--- src/rtl/icache_pkg.sv ---
// rtl/icache_pkg.sv - shared constants and state encoding for the icache way port controller
package icache_pkg;
    localparam int ADDR_WIDTH   = 7;
    localparam int DATA_WIDTH   = 64;
    localparam int NUM_WMASKS   = 8;
    localparam int MAX_WR_BURST = 4;
    localparam int STREAK_WIDTH = $clog2(MAX_WR_BURST + 1);

    typedef enum logic {
        CLEAR = 1'b0,
        RUN   = 1'b1
    } state_t;
endpackage

--- src/rtl/icache_way_port_ctrl.sv ---
// rtl/icache_way_port_ctrl.sv - shares one icache way SRAM port between fetch, refill and clear sweep
module icache_way_port_ctrl
    import icache_pkg::*;
(
    input  logic                  clk,
    input  logic                  rst,
    input  logic                  flush_req,
    output logic                  flush_busy,
    input  logic                  fetch_req,
    input  logic [ADDR_WIDTH-1:0] fetch_addr,
    output logic                  fetch_gnt,
    output logic                  fetch_rvalid,
    output logic [DATA_WIDTH-1:0] fetch_rdata,
    input  logic                  refill_req,
    input  logic [ADDR_WIDTH-1:0] refill_addr,
    input  logic [NUM_WMASKS-1:0] refill_wmask,
    input  logic [DATA_WIDTH-1:0] refill_data,
    output logic                  refill_gnt,
    output logic                  sram_csb0,
    output logic                  sram_web0,
    output logic [NUM_WMASKS-1:0] sram_wmask0,
    output logic [ADDR_WIDTH-1:0] sram_addr0,
    output logic [DATA_WIDTH-1:0] sram_din0,
    input  logic [DATA_WIDTH-1:0] sram_dout0
);
    state_t                  state;
    logic [ADDR_WIDTH-1:0]   clr_addr;
    logic [STREAK_WIDTH-1:0] wr_streak;
    logic [1:0]              rd_pipe;
    logic                    streak_full;

    assign streak_full  = (wr_streak == STREAK_WIDTH'(MAX_WR_BURST));
    assign flush_busy   = rst || (state == CLEAR);
    assign fetch_rvalid = rd_pipe[1] && !rst;
    assign fetch_rdata  = sram_dout0;

    // The macro registers these signals itself, so they are driven straight from state + requests.
    always_comb begin
        refill_gnt  = 1'b0;
        fetch_gnt   = 1'b0;
        sram_csb0   = 1'b1;
        sram_web0   = 1'b0;
        sram_wmask0 = '0;
        sram_addr0  = '0;
        sram_din0   = '0;
        if (!rst) begin
            if (state == CLEAR) begin
                sram_csb0   = 1'b0;
                sram_wmask0 = '1;
                sram_addr0  = clr_addr;
            end else if (refill_req && !(fetch_req && streak_full)) begin
                refill_gnt  = 1'b1;
                sram_csb0   = 1'b0;
                sram_wmask0 = refill_wmask;
                sram_addr0  = refill_addr;
                sram_din0   = refill_data;
            end else if (fetch_req) begin
                fetch_gnt   = 1'b1;
                sram_csb0   = 1'b0;
                sram_web0   = 1'b1;
                sram_addr0  = fetch_addr;
            end
        end
    end

    always_ff @(posedge clk) begin
        if (rst) begin
            state     <= CLEAR;
            clr_addr  <= '0;
            wr_streak <= '0;
            rd_pipe   <= '0;
        end else begin
            // The read pipe keeps moving during a sweep so reads granted before a flush complete.
            rd_pipe <= {rd_pipe[0], fetch_gnt};
            if (fetch_req && refill_gnt)
                wr_streak <= wr_streak + 1'b1;
            else
                wr_streak <= '0;
            case (state)
                CLEAR: begin
                    clr_addr <= clr_addr + 1'b1;
                    if (clr_addr == '1)
                        state <= RUN;
                end
                RUN: begin
                    if (flush_req) begin
                        state    <= CLEAR;
                        clr_addr <= '0;
                    end
                end
                default: state <= CLEAR;
            endcase
        end
    end
endmodule

--- config.mk ---
export PLATFORM = sky130hd
export DESIGN_NAME = icache_way_port_ctrl
export DESIGN_NICKNAME = d
export VERILOG_FILES = /design/src/rtl/icache_pkg.sv /design/src/rtl/icache_way_port_ctrl.sv
export SDC_FILE = /design/constraint.sdc
export NUM_CORES = 1
export LEC_CHECK = 0
export BUFFER_PORTS_ARGS = -buffer_cell sky130_fd_sc_hd__buf_2
export CORE_AREA = 4 4 117 119
export CTS_CLUSTER_SIZE = 12
export DETAILED_ROUTE_END_ITERATION = 12
export DIE_AREA = 0 0 121 123
export PLACE_DENSITY = 0.6
export SLEW_MARGIN = 20
export SYNTH_ARGS = -nofsm -noshare
export SYNTH_HDL_FRONTEND = slang
export SYNTH_SLANG_ARGS = --single-unit
export TNS_END_PERCENT = 20
--- constraint.sdc ---
create_clock -name clk -period 1.5 [get_ports clk]
set_clock_uncertainty 0.15 [all_clocks]
set_input_delay 0.3 -clock clk [delete_from_list [all_inputs] [get_ports clk]]
set_output_delay 0.3 -clock clk [all_outputs]
set_load 0.02 [all_outputs]
==> results.json <==
{
  "run_status": "finished, violations left",
  "violations": "negative setup slack",
  "postSynthAreaPerCell_sq_um": 7.11,
  "synth_area_leaders": "buf_4, and2_1, dfxtp_1",
  "drt-wirelength-per-cell_um": 14.7,
  "critPathTopFamily": "buffers and inverters",
  "slew_headroom_pct": 78.7,
  "worst_pin_slew_ns": 0.319,
  "syn_area_sq_mm": 0.00189,
  "insertion_delay_ns": 0.24,
  "cpPeakStageDelay_ns": 0.33,
  "finalWorstSetupSlack_ns": -0.540,
  "hpwl_um": 7170,
  "cts_tree": "built",
  "synth_cell_types": 32,
  "yosysSeqAreaShare_pct": 13.8,
  "startpoint_type": "flip-flop",
  "start_util_pct": 15.1,
  "p_per_area_mw_per_mm2": 334,
  "endpoint_kind": "output port",
  "synth_top_area_share_pct": 26.2,
  "rsz0062_at_grt": "yes",
  "fillerInstances": 1358,
  "maxCapViolations": 0,
  "die_w_um": 121,
  "drtIter0Drc": 19,
  "synth_edf_count": 0,
  "grt_overflow": 0,
  "root_buffer": "clkbuf_16",
  "first_global_vias": 2288,
  "setup_viol": 83,
  "via_per_inst": 3.86,
  "required_ns": 1.05,
  "clk_pin_slew_worst_paths_ns": 0.05,
  "ant_nets": 0,
  "cp_common_cell": "buf_6",
  "yosysTopAreaCell": "buf_4",
  "syn_nets": 424,
  "final_cell_area_sq_mm": 0.00360,
  "syn_inst": 266,
  "numCtsBuffers": 3,
  "grt_max_degree": 39,
  "grt_pass1_wl_um": 12300,
  "synth_seq_cells": 13,
  "holdCritPathClass": "primary input to flip-flop",
  "cp_max_fo": 9,
  "worstSetupPathType": "flip-flop to output port",
  "rows": 41,
  "place.gp.congestion": 0.714,
  "hold_violations": 0,
  "yosys_warnings": 0,
  "nNetsFinal": 553,
  "synth_common_cells": "buf_4, and2_1, a21oi_1, nand3_1, dfxtp_1",
  "die_h_um": 123,
  "vias": 2184,
  "met3WireLength_um": 778,
  "synth-async-reset-ratio_pct": 0,
  "route.met2.wl_um": 4500,
  "layout-drive-gt1-share_pct": 71.6,
  "layout_min_cycle_time_ns": 2.04,
  "period_share_pct": 136,
  "leakage_nw": 1.67,
  "synthFlopType": "dfxtp_1",
  "diodes": 0,
  "drv_slew": 0,
  "cp_slowest_cell": "dfxtp_2",
  "worstPathArrival_ns": 1.59,
  "place_area_sq_mm": 0.00299,
  "port-buffer-count": 175,
  "drt-met1-wl_um": 2950,
  "die_area_sq_mm": 0.0149,
  "max_freq_mhz": 490,
  "peakVddDrop_uv": 431,
  "cts_htree_levels": 1,
  "clock_sinks": 13,
  "postCtsHoldBufs": 0,
  "clock_path_buffers": 2,
  "area_growth_pct": 90.5,
  "fp.coreArea_sq_mm": 0.0126,
  "drt_pass1_iterations": 4,
  "hold_ws_ns": 0.201,
  "detail_route.wirelength_um": 8300,
  "grtUsageTotal_pct": 10.3,
  "grt_antenna_before_repair": 2,
  "synth.most_common_cell": "buf_4",
  "io_pins": 304,
  "drc": 0,
  "path_cells": "inv_2 -> ha_4 -> nand3_4 -> buf_6 -> nand3_2 -> a311oi_4 -> buf_6",
  "routed.top_layer": "met5",
  "path_buf_inv": 3
}
## worst register-to-register path: stages (launching register included)
cell,delay (ns)
dfxtp_2,0.33
buf_12,0.15
buf_6,0.13
or4_4,0.51
a21oi_2,0.12
## power breakdown
part / switching [mW] / total (mW) / internal, mW
sequential: 0.00893 / 0.363 / 0.354
clock: 0.150 / 0.509 / 0.359
combinational: 0.157 / 0.332 / 0.175
## metal layers
layer	global-route usage, %	vias to the layer above
met4	1.56	4
met1	10.9	971
met3	3.98	16
met2	19.5	128
met5	0	-
li1	-	1065
## timing repair
item / 4_1_cts / 5_1_grt
setup endpoints to repair: 86 / 87
buffers inserted: 0 / 0
pin swaps: 13 / 2
gates resized for setup: 151 / 21
## final cells by class
type | count | area (sq um) | share of cell area (%)
inverters | 4 | 15.0 | 0.417
flip-flops and latches | 13 | 267 | 7.39
multi-input cells | 164 | 1350 | 37.4
clock buffers | 4 | 78.8 | 2.19
repair buffers | 209 | 1680 | 46.7
well taps | 172 | 215 | 5.97
## logic make-up after synthesis
group	share of synthesized area, %
xor+xnor	0.463
buf+inv	33.0
compound gates	14.4
fa+ha+maj	1.98
flops	13.8
simple gates	36.4
## registers in the layout, summed over array words and instances, names as in the netlist
name / count
clr_addr: 7
state: 1
rd_pipe: 2
wr_streak: 3
## through the flow
stage / utilization, % / setup WS (ns) / power [mW] / setup TNS (ns) / cells
global placement: 23.8 / -0.358 / 0.682 / -20.37 / 562
detailed placement: 23.8 / -0.386 / 0.684 / -21.90 / 562
global route: 28.7 / -0.608 / 1.27 / -46.47 / 566
floorplan: - / -0.205 / 0.754 / -13.95 / 266
finish: 28.7 / -0.540 / 1.20 / -40.22 / 566
CTS: 28.1 / -0.553 / 1.22 / -41.66 / 566
## worst paths after layout
check	to	cells after the start	slack [ns]	startpoint
max reg2reg	clr_addr[5]	4	0.04	state
min	clr_addr[1]	3	0.20	flush_req
min reg2reg	rd_pipe[1]	1	0.29	rd_pipe[0]
max	sram_addr0[5]	7	-0.54	wr_streak[0]
## cells in the final DEF, fill, tap and decap left out, types with 8 or more instances in the layout
cell type   n
a21o_1      8
a21oi_4     9
and2_1     33
and2_2     28
buf_2      93
buf_4      39
buf_6      70
dfxtp_1     8
nand2_1    10
nand3_1    13
nor2_1     10
Power figures use the tool's default switching activity.
